`config.mk`:
```
export PLATFORM = sky130hd
export DESIGN_NAME = demux_chan_counter
export DESIGN_NICKNAME = d
export VERILOG_FILES = /design/src/rtl/demux_chan_counter_pkg.sv /design/src/rtl/chan_counter.sv /design/src/rtl/demux_chan_counter.sv
export SDC_FILE = /design/constraint.sdc
export NUM_CORES = 1
export LEC_CHECK = 0
export CORE_MARGIN = 10
export CORE_UTILIZATION = 60
export DETAILED_ROUTE_END_ITERATION = 10
export MAX_ROUTING_LAYER = met4
export PLACE_DENSITY = 0.82
export SYNTH_ARGS = -nofsm -noshare
export SYNTH_HDL_FRONTEND = slang
export SYNTH_SLANG_ARGS = --single-unit
```
`constraint.sdc`:
```
create_clock -name clk -period 4.8 [get_ports clk]
set_input_delay 0.96 -clock clk [delete_from_list [all_inputs] [get_ports clk]]
set_output_delay 0.96 -clock clk [all_outputs]
set_load 0.03 [all_outputs]
```
`src/rtl/demux_chan_counter_pkg.sv`:
```
`timescale 1ns/1ps
// Shared constants and read-FSM encoding for the per-channel demux event counter.
package demux_cnt_pkg;

  localparam int N_CHAN = 4;
  localparam int SEL_W  = 2;

  // The unused code 2'd3 is decoded as IDLE by the FSM.
  typedef enum logic [1:0] {
    IDLE  = 2'd0,
    LATCH = 2'd1,
    VALID = 2'd2
  } rd_state_t;

endpackage

```
`src/rtl/chan_counter.sv`:
```
`timescale 1ns/1ps
// One channel: rising-edge detector, saturating event counter and sticky overflow flag.
module chan_counter #(
  parameter int CNT_W = 8
) (
  input  logic             clk,
  input  logic             rst_n,
  input  logic             in,
  input  logic             clr,
  input  logic             rd_clr,
  output logic [CNT_W-1:0] cnt,
  output logic             ovf
);

  localparam logic [CNT_W-1:0] CNT_MAX = '1;
  localparam logic [CNT_W-1:0] CNT_ONE = {{(CNT_W-1){1'b0}}, 1'b1};

  logic prev;
  logic edge_det;

  assign edge_det = in & ~prev;

  // NOTE: non-blocking assignments make every flop see pre-edge values, so prev/cnt ordering is irrelevant.
  always_ff @(posedge clk or negedge rst_n) begin
    if (!rst_n) begin
      prev <= 1'b0;
      cnt  <= '0;
      ovf  <= 1'b0;
    end else begin
      prev <= in;
      if (clr) begin
        cnt <= '0;
        ovf <= 1'b0;
      end else if (rd_clr) begin
        // An edge coinciding with the read-clear restarts the count at 1 so it is not lost.
        cnt <= edge_det ? CNT_ONE : '0;
        ovf <= 1'b0;
      end else if (edge_det) begin
        if (cnt == CNT_MAX) begin
          ovf <= 1'b1;
        end else begin
          cnt <= cnt + CNT_ONE;
        end
      end
    end
  end

endmodule

```
`src/rtl/demux_chan_counter.sv`:
```
`timescale 1ns/1ps
// Four-channel rising-edge counter behind demux1_4 with a req/ack read-to-clear port.
module demux_chan_counter
  import demux_cnt_pkg::*;
#(
  parameter int CNT_W = 8
) (
  input  logic              clk,
  input  logic              rst_n,
  input  logic              a,
  input  logic              b,
  input  logic              c,
  input  logic              d,
  input  logic              clr,
  input  logic              rd_req,
  input  logic [SEL_W-1:0]  rd_sel,
  input  logic              rd_ack,
  output logic              rd_valid,
  output logic [CNT_W-1:0]  rd_data,
  output logic              rd_ovf,
  output logic [N_CHAN-1:0] ovf
);

  logic [N_CHAN-1:0] chan_in;
  logic [N_CHAN-1:0] rd_clr;
  logic [CNT_W-1:0]  cnt [N_CHAN];

  rd_state_t         state_q, state_d;
  logic [SEL_W-1:0]  sel_q, sel_d;
  logic              load;

  assign chan_in = {d, c, b, a};

  for (genvar i = 0; i < N_CHAN; i++) begin : g_chan
    assign rd_clr[i] = load && (sel_q == SEL_W'(i));

    chan_counter #(
      .CNT_W (CNT_W)
    ) u_chan (
      .clk    (clk),
      .rst_n  (rst_n),
      .in     (chan_in[i]),
      .clr    (clr),
      .rd_clr (rd_clr[i]),
      .cnt    (cnt[i]),
      .ovf    (ovf[i])
    );
  end

  // NOTE: every always_comb output gets a default first, so no path can infer a latch.
  always_comb begin
    state_d = state_q;
    sel_d   = sel_q;
    load    = 1'b0;
    if (clr) begin
      state_d = IDLE;
    end else begin
      case (state_q)
        LATCH: begin
          load    = 1'b1;
          state_d = VALID;
        end
        VALID: begin
          if (rd_ack) state_d = IDLE;
        end
        default: begin
          if (rd_req) begin
            state_d = LATCH;
            sel_d   = rd_sel;
          end
        end
      endcase
    end
  end

  always_ff @(posedge clk or negedge rst_n) begin
    if (!rst_n) begin
      state_q <= IDLE;
      sel_q   <= '0;
      rd_data <= '0;
      rd_ovf  <= 1'b0;
    end else begin
      state_q <= state_d;
      sel_q   <= sel_d;
      // Snapshot survives clr; only the valid indication is withdrawn.
      if (load) begin
        rd_data <= cnt[sel_q];
        rd_ovf  <= ovf[sel_q];
      end
    end
  end

  assign rd_valid = (state_q == VALID);

endmodule
```
# ---- Word level (Yosys, flattened, before mapping)
# Index checks and enable logic that the tools add are counted.
dict set report op_classes {
  div 0
  reduce_logical 25
  shifts 0
  multipliers 0
  eq_ne 14
  order_cmp 2
  addsub 4
  bitwise 11
  muxes 47
}
# cell count
set ops {}
lappend ops {{8-bit two-way mux} 18}
lappend ops {{8-bit by 1-bit adder with 8-bit output, second input constant} 4}
lappend ops {{8-bit equality test, second input constant} 4}
lappend ops {{3-bit nonzero test} 8}
lappend ops {{1-bit two-way mux} 23}
lappend ops {{2-bit AND reduction} 9}
lappend ops {{8-bit binary-select mux with 2-bit select} 1}
lappend ops {{3-bit by 2-bit != test with 1-bit output, second input constant} 4}
lappend ops {{2-bit equality test, second input constant} 3}
lappend ops {{2-bit two-way mux} 3}
lappend ops {{1-bit NOT} 6}
lappend ops {{1-bit AND} 4}
lappend ops {{2-bit by 1-bit equality test with 1-bit output, second input constant} 2}
lappend ops {{1-bit logical AND} 4}
lappend ops {{2-bit one-hot mux with 2 select lines} 1}
lappend ops {{4-bit nonzero test} 1}
lappend ops {{3-bit >= comparator, second input constant} 1}
lappend ops {{2-bit by 3-bit less-than comparator with 1-bit output, second input constant} 1}
lappend ops {{3-bit != test, second input constant} 1}
lappend ops {{2-bit NOT with 3-bit output} 1}
lappend ops {{3-bit AND reduction} 1}
lappend ops {{1-bit binary-select mux with 2-bit select} 1}
lappend ops {{2-bit logical NOT} 1}
lappend ops {{2-bit OR reduction} 1}
dict set report totals {
  ram_bits 0
  mem_count 0
  rom_bits 0
  output_inout_bits 14
  input_bits 11
  ff_bits 53
  wordCells 119
  latchBits 0
}

# ---- Logic depth before layout (Yosys ltp)
dict set report depth {
  word_depth 6
  depth_mapped 6
  mapped_depth_nobuf 6
}

# ---- Cells and area by module
# Synthesis repeated with hierarchy kept, for this count alone.
dict set report hier_totals {
  hier_cells 290
  area_unflattened_um2 2965.3
}
# module area_per_inst_um2 cells_each seq_area_each_um2 instances
set by_module_without_submodules {}
lappend by_module_without_submodules {chan_counter 524.3 53 250.2 4}
lappend by_module_without_submodules {demux_chan_counter 868.3 78 325.3 1}

# ---- Least setup slack after synthesis
# Ideal clock, no wire load.
dict set report synth_path {
  path_kind {input -> register}
  from {input port c}
  to {register g_chan[2].u_chan.cnt[5]}
  slack_ns 2.741
  t_required_ns 4.722
  path_buffers 0
  stages 4
  setup_time_ns 0.078
  arrival_ns 1.982
  path_cell_list {nor2b_1 nand4_1 or4_1 a21oi_1}
}
dict set report synth_via {
  elab_chain_len 3
}
# item line_no
set synth_rtl {}
lappend synth_rtl {{start, declared} demux_chan_counter.sv:12} ;# input logic c,
lappend synth_rtl {{1-bit AND} chan_counter.sv:21} ;# assign edge_det = in & ~prev;
lappend synth_rtl {{3-bit nonzero test (no line)} -}
lappend synth_rtl {{2-bit AND reduction (no line)} -}
lappend synth_rtl {{end signal, assigned} chan_counter.sv:36} ;# cnt <= edge_det ? CNT_ONE : '0;
lappend synth_rtl {{end signal, assigned} chan_counter.sv:42} ;# cnt <= cnt + CNT_ONE;
lappend synth_rtl {{end, declared} chan_counter.sv:11} ;# output logic [CNT_W-1:0] cnt,
# Every way passes these cells.
# A chain may end at the register's enable or synchronous reset.

# ---- Final worst setup path
dict set report layout_path {
  from {input port clr}
  to {register rd_data[0]}
}
dict set report layout_via {
  elab_chain_len 1
}
# item line_no
set layout_rtl {}
lappend layout_rtl {{start, declared} demux_chan_counter.sv:14} ;# input logic clr,
lappend layout_rtl {{1-bit two-way mux} demux_chan_counter.sv:55} ;# if (clr) begin
lappend layout_rtl {{end signal, assigned} demux_chan_counter.sv:87} ;# rd_data <= cnt[sel_q];
lappend layout_rtl {{end, declared} demux_chan_counter.sv:19} ;# output logic [CNT_W-1:0] rd_data,
# Every way passes these cells.

==> out/qor.csv <==
metric,value,unit
outcome,finished clean,
post-route-util,70.2,%
stdcell_area,3140,um2
start_util,63.5,%
hpwl,4.40,mm
place.gp.congestion,0.891,
row_count,24,
drt_wl_total,6.02,mm
place_inst,325,
die_w,88.8,um
synth.avg_cell_area,10.7,um2
holdWs,531,ps
antenna_left,0,
grt.overflow.total,0,
power_frac_seq,57.3,%
final_cell_count_no_fill,332,
vias,2141,
crit_arrival,2810,ps
synthCells,265,
htree_num_levels,2,
maxCapViolCount,0,
io_pins,25,
crit_required,4980,ps
area_delta_synth_final,10.6,%
die_h,88.8,um
antenna_cells,0,
root_buffer,clkbuf_8,
crit_path_max_incr_delay,820,ps
viasPerCell,6.45,
synth_edf_count,0,
grt_setup_unrepaired,no,
clk_pin_slew,90,ps
hold_viol_final,0,
pre_cts_slack,1830,ps
grt_pass1_wl,10.3,mm
max_slew_margin,37.2,%
core_area,4470,um2
placed_area,3050,um2
setup_ws,2170,ps
clock-sinks,53,
drive_gt1_share,11.4,%
swShare,26.9,%
yosys_register_bits,53,
maxSlewViolCount,0,
cp_cell_sequence,clkdlybuf4s50_1 > nor2b_1 > mux2_2,
cts_tree,done,
post_cts_buffers,0,
async_reset_ff_share,100,%
crit_type,in2reg,
multi_input_area,1410,um2
cts_hold_buf,0,
final_nets,297,
hp-class,reg2reg,
tightest_slew,941,ps
p_comb_share,14.6,%
cts_resized,0,
totalPowerFinal,0.885,mW
critPathLaunchType,input port,
synth_warnings,0,
route.detailed.drc,0,
wl_per_cell,18.1,um
grt_usage,16.9,%
finalSetupTns,0,ps
period_share,54.8,%
intPower,0.647,mW
critPathCaptureType,register,
slowest_stage,nor2b_1,
period_minus_slack,2630,ps
clock.fmax,380,MHz
clk_path_buf_depth,2,
synthFlopType,dfrtp_1,
synth_fp_nets,282,
regArea,1330,um2
clock_latency,290,ps
synth_cell_types,47,
skew,8.61,ps
cts_buffers,5,
power_density,282,nW/um2
fillers,309,
grt_max_degree,54,
synth_area,2840,um2
first_iter_violations,229,
antenna_found_initial,0,
grt_pass1_vias,2109,
cp_max_fo,12,
drtPass1Iterations,4,
cp_num_buf_inv,1,
critical_path.top_delay_family,simple AND/OR/NAND/NOR gates,
portBuffers,24,
setup_violations,0,
die_area,7880,um2
ir_drop,0.181,mV
pwr-share-clk,28.1,%
p_leak,1.29,nW
ys_seq_area_share,46.7,%
power.switching,0.238,mW
## cell usage after synthesis (5+ instances only)
library cell	instances	area, um2
nor2b_1	5	31.3
nand2_1	10	37.5
or4_1	5	37.5
a211oi_1	7	52.6
a21oi_1	22	110
clkbuf_1	7	26.3
mux2_2	11	124
dfrtp_1	53	1330
nor2_1	25	93.8
xor2_1	5	43.8
nand3_1	11	55.1
o31ai_1	5	37.5
or3_1	5	31.3
mux4_2	9	203
ha_1	6	75.1
nand4_1	7	43.8
nand3b_1	5	37.5
o21ai_0	10	50.1
## placed cells by master, fill, tap and decap left out, types with 2 or more instances in the layout
cell / synthesis / final
nand2_1: 10 / 10
o21ai_1: 3 / 3
nor2b_1: 5 / 5
a21boi_0: 2 / 2
nand4_1: 7 / 7
or4_1: 5 / 5
a211oi_1: 7 / 7
clkbuf_8: 0 / 6
mux2_2: 11 / 11
nor3b_1: 3 / 3
clkdlybuf4s50_1: 0 / 23
or3_1: 5 / 5
ha_1: 6 / 6
xor2_1: 5 / 5
dfrtp_1: 53 / 53
nand3_1: 11 / 11
o21ai_0: 10 / 10
nand3b_1: 5 / 5
mux4_2: 9 / 9
o211ai_1: 2 / 2
o31ai_1: 5 / 5
mux2i_1: 4 / 4
xnor2_1: 3 / 3
inv_1: 4 / 4
nor2_1: 25 / 25
a311oi_1: 3 / 3
and4_1: 3 / 3
a21oi_1: 22 / 22
nand2b_1: 2 / 2
and3_1: 4 / 4
## power by group through the flow
stage / clock (mW) / sequential (mW) / combinational (mW)
floorplan: 0 / 0.497 / 0.102
global route: 0.273 / 0.513 / 0.142
global placement: 0 / 0.515 / 0.126
detailed placement: 0 / 0.517 / 0.130
CTS: 0.253 / 0.508 / 0.130
finish: 0.249 / 0.507 / 0.129
## state kept, by name (all words and copies together), names as in the netlist
signal and flops:
rd_data 8, rd_ovf 1, g_chan.u_chan.prev 4, sel_q 2, g_chan.u_chan.cnt 32, state_q 2
g_chan.u_chan.ovf 4
## final cells by class
type | instances | area share, %
Sequential cell | 53 | 42.2
Timing Repair Buffer | 25 | 7.73
Multi-Input combinational cell | 191 | 44.7
Clock buffer | 7 | 2.75
Inverter | 4 | 0.478
Tap cell | 52 | 2.07
## routing by layer
layer	track usage (%)	up-vias	part of all wire, %
met5	-	-	0
met4	5.43	0	1.7
met2	26.7	49	49
met3	2.48	9	4.5
met1	21.7	1062	45
li1	-	1021	-
## worst reg2reg max path, cell delays in order (launching register included)
cell and delay [ps]:
dfrtp_1 410, inv_1 60, ha_1 230, nor2b_1 780, mux2_2 420
## kinds of logic (layout without fill, tap and decap cells)
family | Yosys count | count (layout) | share of synthesized area [%]
AOI/OAI and AO/OA | 61 | 61 | 13.5
xor gates and xnor gates | 8 | 8 | 2.47
adders and majority gates | 6 | 6 | 2.64
buffers and inverters | 21 | 36 | 3.79
DFF | 53 | 53 | 46.7
muxes | 24 | 24 | 12.9
and+or+nand+nor | 92 | 92 | 17.9
## path summary, 6_finish.rpt
kind,slack [ps],cells past startpoint,start,endpoint
max in group asynchronous,3570,2,rst_n,g_chan[2].u_chan.cnt[2]
min in group asynchronous,770,2,rst_n,g_chan[0].u_chan.prev
hold / removal,530,1,rd_ovf,rd_ovf
hold reg to reg,530,1,rd_ovf,rd_ovf
setup / recovery,2170,3,clr,rd_data[0]
setup reg to reg,2780,4,state_q[1],rd_data[0]
(Power assumes the default switching activity.)
